### src/rtl/demux_pkg.sv
// Shared definitions for the round-robin / explicit 1-to-N stream demultiplexer.
// Holds the mode encodings and the pointer wrap helper.
package demux_pkg;

  localparam logic MODE_SEL = 1'b0;
  localparam logic MODE_RR  = 1'b1;

  // Next round-robin position, wrapping from n-1 back to 0.
  function automatic int ptr_next(input int ptr, input int n);
    return (ptr >= n - 1) ? 0 : ptr + 1;
  endfunction

endpackage

### src/rtl/demux_chan_reg.sv
// One-entry holding register for a single output channel.
// A load always wins over a drain, so a same-cycle drain+reload keeps the channel full.
module demux_chan_reg #(
  parameter int WIDTH = 4
) (
  input  logic             clk,
  input  logic             rst_n,
  input  logic             load,
  input  logic [WIDTH-1:0] din,
  input  logic             ready,
  output logic             valid,
  output logic [WIDTH-1:0] dout
);

  always_ff @(posedge clk or negedge rst_n) begin
    if (!rst_n) begin
      valid <= 1'b0;
      dout  <= '0;
    end else if (load) begin
      valid <= 1'b1;
      dout  <= din;
    end else if (ready) begin
      valid <= 1'b0;
    end
  end

endmodule

### src/rtl/demux_rr_1xn.sv
// Registered 1-to-N stream demultiplexer; the target is SEL (explicit) or an internal
// round-robin pointer. Each channel stalls independently through its own holding register.
module demux_rr_1xn
  import demux_pkg::*;
#(
  parameter int WIDTH = 4,
  parameter int N     = 2,
  parameter int SW    = $clog2(N)
) (
  input  logic             clk,
  input  logic             rst_n,
  input  logic [WIDTH-1:0] in_data,
  input  logic             in_valid,
  output logic             in_ready,
  input  logic             mode,
  input  logic [SW-1:0]    sel,
  output logic [N*WIDTH-1:0] out_data,
  output logic [N-1:0]     out_valid,
  input  logic [N-1:0]     out_ready,
  output logic [SW-1:0]    ptr,
  output logic             sel_err
);

  logic [SW-1:0] ptr_reg;
  logic          sel_err_reg;
  logic [SW-1:0] tgt;
  logic          tgt_ok;
  logic          tgt_free;
  logic          accept;
  logic [N-1:0]  load;

  // The pointer is always in range; only an explicit SEL can name a missing channel.
  always_comb begin
    tgt      = (mode == MODE_RR) ? ptr_reg : sel;
    tgt_ok   = (mode == MODE_RR) || (32'(sel) < N);
    tgt_free = 1'b0;
    for (int k = 0; k < N; k++) begin
      if (tgt == SW'(k)) tgt_free = ~out_valid[k] | out_ready[k];
    end
  end

  assign in_ready = tgt_ok & tgt_free;
  assign accept   = in_valid & in_ready;

  generate
    for (genvar gi = 0; gi < N; gi++) begin : g_chan
      assign load[gi] = accept && (tgt == SW'(gi));

      demux_chan_reg #(.WIDTH(WIDTH)) u_chan (
        .clk   (clk),
        .rst_n (rst_n),
        .load  (load[gi]),
        .din   (in_data),
        .ready (out_ready[gi]),
        .valid (out_valid[gi]),
        .dout  (out_data[gi*WIDTH +: WIDTH])
      );
    end
  endgenerate

  always_ff @(posedge clk or negedge rst_n) begin
    if (!rst_n) begin
      ptr_reg <= '0;
    end else if (accept && (mode == MODE_RR)) begin
      ptr_reg <= SW'(ptr_next(32'(ptr_reg), N));
    end
  end

  always_ff @(posedge clk or negedge rst_n) begin
    if (!rst_n) begin
      sel_err_reg <= 1'b0;
    end else if ((mode == MODE_SEL) && in_valid && !tgt_ok) begin
      sel_err_reg <= 1'b1;
    end
  end

  assign ptr     = ptr_reg;
  assign sel_err = sel_err_reg;

endmodule
### config.mk
export PLATFORM = sky130hd
export DESIGN_NAME = demux_rr_1xn
export DESIGN_NICKNAME = d
export VERILOG_FILES = /design/src/rtl/demux_pkg.sv /design/src/rtl/demux_chan_reg.sv /design/src/rtl/demux_rr_1xn.sv
export SDC_FILE = /design/constraint.sdc
export NUM_CORES = 1
export LEC_CHECK = 0
export CAP_MARGIN = 10
export CORE_AREA = 10 10 47 49
export DETAILED_ROUTE_END_ITERATION = 12
export DIE_AREA = 0 0 57 59
export GPL_ROUTABILITY_DRIVEN = 0
export GPL_TIMING_DRIVEN = 0
export MAX_ROUTING_LAYER = met4
export PLACE_DENSITY = 0.75
export SLEW_MARGIN = 25
export SYNTH_ARGS = -nofsm -noshare
export SYNTH_HDL_FRONTEND = slang
export SYNTH_SLANG_ARGS = --single-unit
export TNS_END_PERCENT = 10
### constraint.sdc
create_clock -name clk -period 3.4 [get_ports clk]
set_input_delay 0.34 -clock clk [delete_from_list [all_inputs] [get_ports clk]]
set_output_delay 0.34 -clock clk [all_outputs]
set_load 0.05 [all_outputs]
==> results.tsv, run 1 <==
stage	metric	value	unit
setup_path	r2r_slack	2080	ps
route	vias	335	
synthesis	avgSynthCellArea	15.1	sq um
die	fp.dieArea	3360	sq um
global_routing	antenna_found_initial	0	
setup_path	reg2regPathDepth	3	
die	core_area	1400	sq um
pwr	clkPwrFrac	0.134	
die	fp-row-count	14	
setup_path	critical_path_buf_inv_count	2	
clock_network	cts_sinks	11	
route	routed_wl	1070	microns
setup_path	critPathTopFamily	buffers and inverters	
synthesis	synth_fp_nets	44	
die	pin_count	24	
sta	period_needed	2600	ps
synthesis	synth-seq-area-share	0.553	
sta	hold_viol_final	0	
setup_path	critical_path_required	3060	ps
global_routing	grt_max_degree	12	
global_routing	grt_pass1_vias	379	
sta	min_period_over_period	0.765	
sta	max_freq	0.384	GHz
setup_path	r2r-start	ptr$_DFFE_PN0P_	
pwr	power_switching	0.282	mW
clock_network	clkTransAtPathRegs	70	ps
clock_network	ctsRootBufferMaster	clkbuf_4	
clock_network	htreeDepth	1	
worst_hold_path	hold_class	primary input to asynchronous set/reset pin	
sta	rsz0062_at_grt	false	
pwr	internal_power	0.361	mW
clock_network	clockBufferDepth	2	
clock_network	clock_latency	260	ps
sta	slew_viol_final	0	
route	viasPerCell	4.47	
flow_run	maxCapViolations	0	
clock_network	post-cts-setup-buffers	0	
setup_path	path_cells	clkdlybuf4s50_1 > mux2i_2 > mux2_2 > clkdlybuf4s50_1	
setup_path	start_kind	primary input	
setup_path	crit_path_max_fanout	3	
pwr	switching_share	0.439	
setup_path	cp_common_cell	clkdlybuf4s50_1	
sta	fin_tns_setup	0	ps
synthesis	synthesis.instances	33	
placement	port-buffer-count	22	
sta	tightest_slew	515	ps
global_routing	grt-ovfl-total	0	
layout	antenna_cells	0	
clock_network	holdBufCountCts	0	
clock_network	cts_buffers	3	
global_routing	grt_pass1_wl	1770	microns
sta	finalClockSkew	0.901	ps
sta	slew_headroom	0.656	
layout	syn2layout_area_growth	53.5	%
sta	setup_violations	0	
global_routing	gr-usage-all-layers	0.0683	
layout	nets	71	
die	start_util	0.355	
route	firstDrtPassIters	1	
setup_path	worstReg2RegEnd	g_chan[1].u_chan.dout[2]$_DFFE_PN0P_	
sta	holdWs	406	ps
die	die_h	59	microns
pwr	seqPwrFrac	0.307	
setup_path	startpoint	mode	
clock_network	cts_resized	0	
pwr	leakage	0.342	nW
status	status	completed	
pwr	p_per_area	841	nW/um^2
layout	largest_reg_flops	8	
setup_path	crit_path_top_delay_cell	clkdlybuf4s50_1	
synthesis	synth_area	498	sq um
route	drt_iter0_markers	0	
layout	drive_gt1_frac	0.305	
synthesis	synth-seq-cells	11	
setup_path	critPathArrivalTime	2260	ps
setup_path	worstSetupEndpointType	primary output	
setup_path	worst-setup-path-type	primary input to primary output	
pwr	ir_worst_vdd	0.395	mV
route	post_drt_wl_per_cell	14.2	microns
clock_network	cts_tree	built	
pwr	combinationalPowerShare	0.558	
die	fp.dieW	57	microns
route	post-route-drc-count	0	
route	drtAntennaViolNets	0	
synthesis	yosysUniqueCellTypes	13	
pwr	power	0.643	mW
setup_path	slowest_delay	710	ps
synthesis	synth_warnings	0	
==> cell families (layout without fill, tap and decap cells) <==
group	count (synthesis)	after routing	synth area share
flip-flops	11	11	0.553
multiplexers	10	10	0.261
AND/OR/NAND/NOR	6	6	0.103
buffers and inverters	3	29	0.0452
AO/OA/AOI/OAI	2	2	0.0302
other	1	1	0.00753
==> metal layers <==
metal | global-route usage | part of all wire | routed length [microns]
met1 | 0.0833 | 0.48 | 509
met2 | 0.0837 | 0.39 | 411
met3 | 0.0386 | 0.13 | 141
met4 | 0.0403 | 0.0038 | 4
met5 | - | 0 | 0
==> synthesized netlist by cell type <==
master	number	share of area
or2b_1	1	0.015
nand3_2	1	0.020
a31oi_1	1	0.013
mux2_4	4	0.12
nand3b_4	1	0.040
dfrtp_1	11	0.55
conb_1	1	0.0075
mux2_2	5	0.11
nand2b_1	1	0.013
mux2i_2	1	0.028
buf_4	3	0.045
nand2_1	2	0.015
a41oi_1	1	0.018
==> final cells by class <==
type / instances / area [sq um]
Multi-Input combinational cell: 19 / 200
Tap cell: 16 / 20.0
Sequential cell: 11 / 275
Clock buffer: 4 / 26.3
Buffer: 3 / 22.5
Fill cell: 112 / 637
Timing Repair Buffer: 22 / 220
==> per-stage QoR <==
step / cell area, sq um / cells / util / setup slack [ps]
after floorplan: 498 / 33 / - / 1720
after global placement: 738 / 71 / 0.527 / 807
after detailed placement: 738 / 71 / 0.527 / 814
after CTS: 764 / 75 / 0.546 / 800
after global routing: 764 / 75 / 0.546 / 738
final: 764 / 75 / 0.546 / 799
==> worst reg2reg max path: cells and delay by family (launching register included) <==
family           cells  cell delay (ps)
flip-flops           1              410
multiplexers         2              560
AND/OR/NAND/NOR      1              240
==> power by group through the flow <==
stage	combinational (mW)	clock, mW	sequential (mW)
after detailed placement	0.363	0	0.199
after floorplan	0.106	0	0.333
after global placement	0.361	0	0.198
after CTS	0.364	0.0892	0.198
after global routing	0.375	0.0965	0.203
final	0.359	0.0864	0.198
==> layout by cell type (no fill, tap or decap), types with 2 or more instances in the layout <==
| cell | count |
|---|---|
| mux2_4 | 4 |
| clkbuf_4 | 3 |
| nand2_1 | 2 |
| buf_4 | 3 |
| clkdlybuf4s50_1 | 22 |
| mux2_2 | 5 |
| dfrtp_1 | 11 |
==> how the worst max path moves through the flow <==
stage                     to  slack [ps]  cells after the start
floorplan           in_ready        1720                      2
global placement    in_ready         810                      4
detailed placement  in_ready         810                      4
CTS                 in_ready         800                      4
global route        in_ready         740                      4
finish              in_ready         800                      4
No activity file was read; power rests on OpenSTA's default activity.
==> run 2, diff against run 1 <==
CORE_AREA = unset   (was 10 10 47 49)
CORE_MARGIN = 10   (was unset)
CORE_UTILIZATION = 38   (was unset)
DIE_AREA = unset   (was 0 0 57 59)
PLACE_DENSITY = 0.76   (was 0.75)
clock period = 2.7 ns   (was 3.4 ns; I/O delays follow)
==> run 2 against run 1 <==
Cell count decreased by 2.7%. Clock power grew 27%. Clock skew grew 2.0 ps. Sequential power increased by 26%. Critical path depth is the same. Critical path type unchanged. Critical endpoint unchanged. Worst setup slack worse by 570 ps. Sequential cell count did not move. Via count up 4.2%.
==> results.tsv, run 2 (same netlist as run 1, synthesis figures left out) <==
stage	metric	value	unit	change
layout	stdcell_count	73		-2.7%
route	firstDrtPassIters	3		+2
clock_network	htreeDepth	1		unchanged
die	fp-row-count	12		-2
clock_network	cts_buffers	3		unchanged
pwr	ir_worst_vdd	0.554	mV	+40%
layout	syn2layout_area_growth	53.0	%	
clock_network	cts_tree	built		
placement	dp.cells	69		-2.8%
sta	tightest_slew	508	ps	-6.44 ps
setup_path	startpoint	mode		
clock_network	cts_resized	0		unchanged
setup_path	reg2regPathDepth	3		unchanged
pwr	leakage	0.342	nW	unchanged
setup_path	critical_path_required	2430	ps	-630 ps
layout	largest_reg_flops	8		unchanged
sta	min_period_over_period	0.916		
global_routing	gr-usage-all-layers	0.0779		+0.00961
setup_path	r2r-start	ptr$_DFFE_PN0P_		
route	routed_wl	1220	microns	+14%
die	fp.dieW	56.2	microns	-1.4%
placement	port-buffer-count	22		unchanged
global_routing	antenna_found_initial	0		unchanged
die	core_area	1170	sq um	-16%
route	drt_iter0_markers	6		+6
layout	nets	71		unchanged
setup_path	worstSetupEndpointType	primary output		
worst_hold_path	hold_class	primary input to asynchronous set/reset pin		
setup_path	worstReg2RegEnd	g_chan[1].u_chan.dout[0]$_DFFE_PN0P_		
clock_network	clkTransAtPathRegs	70	ps	about the same
clock_network	ctsRootBufferMaster	clkbuf_4		
clock_network	clock_latency	260	ps	about the same
route	viasPerCell	4.78		+7.0%
sta	fin_tns_setup	0	ps	unchanged
route	drtAntennaViolNets	0		unchanged
global_routing	grt_max_degree	12		unchanged
clock_network	cts_sinks	11		unchanged
setup_path	critPathArrivalTime	2200	ps	-60 ps
sta	setup_violations	0		unchanged
setup_path	r2r_slack	1370	ps	-710 ps
setup_path	worstSetupEndpoint	in_ready		
pwr	p_per_area	1070	nW/um^2	+27%
die	die_h	56.2	microns	-4.7%
setup_path	start_kind	primary input		
setup_path	crit_path_max_fanout	3		unchanged
layout	antenna_cells	0		unchanged
route	post-route-drc-count	0		unchanged
pwr	power	0.815	mW	+27%
flow_run	maxCapViolations	0		unchanged
clock_network	holdBufCountCts	0		unchanged
clock_network	post-cts-setup-buffers	0		unchanged
sta	finalClockSkew	2.90	ps	+2.00 ps
clock_network	clockBufferDepth	2		unchanged
global_routing	grt_pass1_wl	1940	microns	+9.3%
setup_path	worst-setup-path-type	primary input to primary output		
layout	layout_commonest_cell	clkdlybuf4s50_1		
layout	fillers	93		-17%
sta	period_needed	2470	ps	
sta	max_freq	0.404	GHz	
sta	rsz0062_at_grt	false		
die	fp.dieArea	3160	sq um	-6.1%
die	start_util	0.425		+0.0699
global_routing	grt_pass1_vias	402		+6.1%
die	pin_count	24		unchanged
route	vias	349		+4.2%
sta	hold_viol_final	0		unchanged
global_routing	grt-ovfl-total	0		unchanged
route	post_drt_wl_per_cell	16.7	microns	+18%
layout	final_cell_mix	22 x clkdlybuf4s50_1, 11 x dfrtp_1, 5 x mux2_2		
sta	slew_viol_final	0		unchanged
status	status	completed		
sta	slew_headroom	0.660		+0.00431
layout	drive_gt1_frac	0.305		unchanged
-- run 2: worst min path at each step --
stage | startpoint | end | slack [ps] | depth (start not counted)
after detailed placement | g_chan[0].u_chan.dout[2]$_DFFE_PN0P_ | g_chan[0].u_chan.dout[2]$_DFFE_PN0P_ | 490 | 1
after CTS | rst_n | g_chan[0].u_chan.valid$_DFFE_PN0P_ | 350 | 1
after floorplan | rst_n | g_chan[0].u_chan.dout[0]$_DFFE_PN0P_ | -30 | 0
after global placement | g_chan[0].u_chan.dout[2]$_DFFE_PN0P_ | g_chan[0].u_chan.dout[2]$_DFFE_PN0P_ | 490 | 1
final | rst_n | g_chan[0].u_chan.dout[2]$_DFFE_PN0P_ | 330 | 1
after global routing | rst_n | g_chan[0].u_chan.dout[0]$_DFFE_PN0P_ | 380 | 1
-- run 2: cell type report --
cell class	count	area (sq um)	share of cell area
buffer	3	22.5	0.0296
clock buffer	4	26.3	0.0345
multi-input combinational	19	200	0.263
sequential	11	275	0.361
tap	14	17.5	0.0230
timing repair buffer	22	220	0.289
-- run 2: through the flow --
step | worst slack [ps] | hold WS, ps | area [sq um] | util
detailed placement | 252 | 491 | 736 | 0.628
floorplan | 1090 | -25.6 | 498 | -
CTS | 227 | 350 | 762 | 0.651
global route | 190 | 377 | 762 | 0.651
finish | 226 | 332 | 762 | 0.651
global placement | 246 | 490 | 736 | 0.628
-- run 2: report_power, final --
group,internal (mW),switching [mW]
Sequential,0.219,0.0315
Clock,0.0571,0.0530
Combinational,0.178,0.276
Total,0.454,0.360
-- run 2: worst max-delay path, cell delays in order --
cell and delay, ps:
clkdlybuf4s50_1 540, mux2i_2 320, mux2_2 370, clkdlybuf4s50_1 700
-- run 2: metal layers --
metal,vias up,track usage,share of wire
met4,0,0.0307,0.0049
met1,162,0.0938,0.47
met3,2,0.0296,0.072
met5,-,-,0
met2,21,0.113,0.45
li1,164,-,-
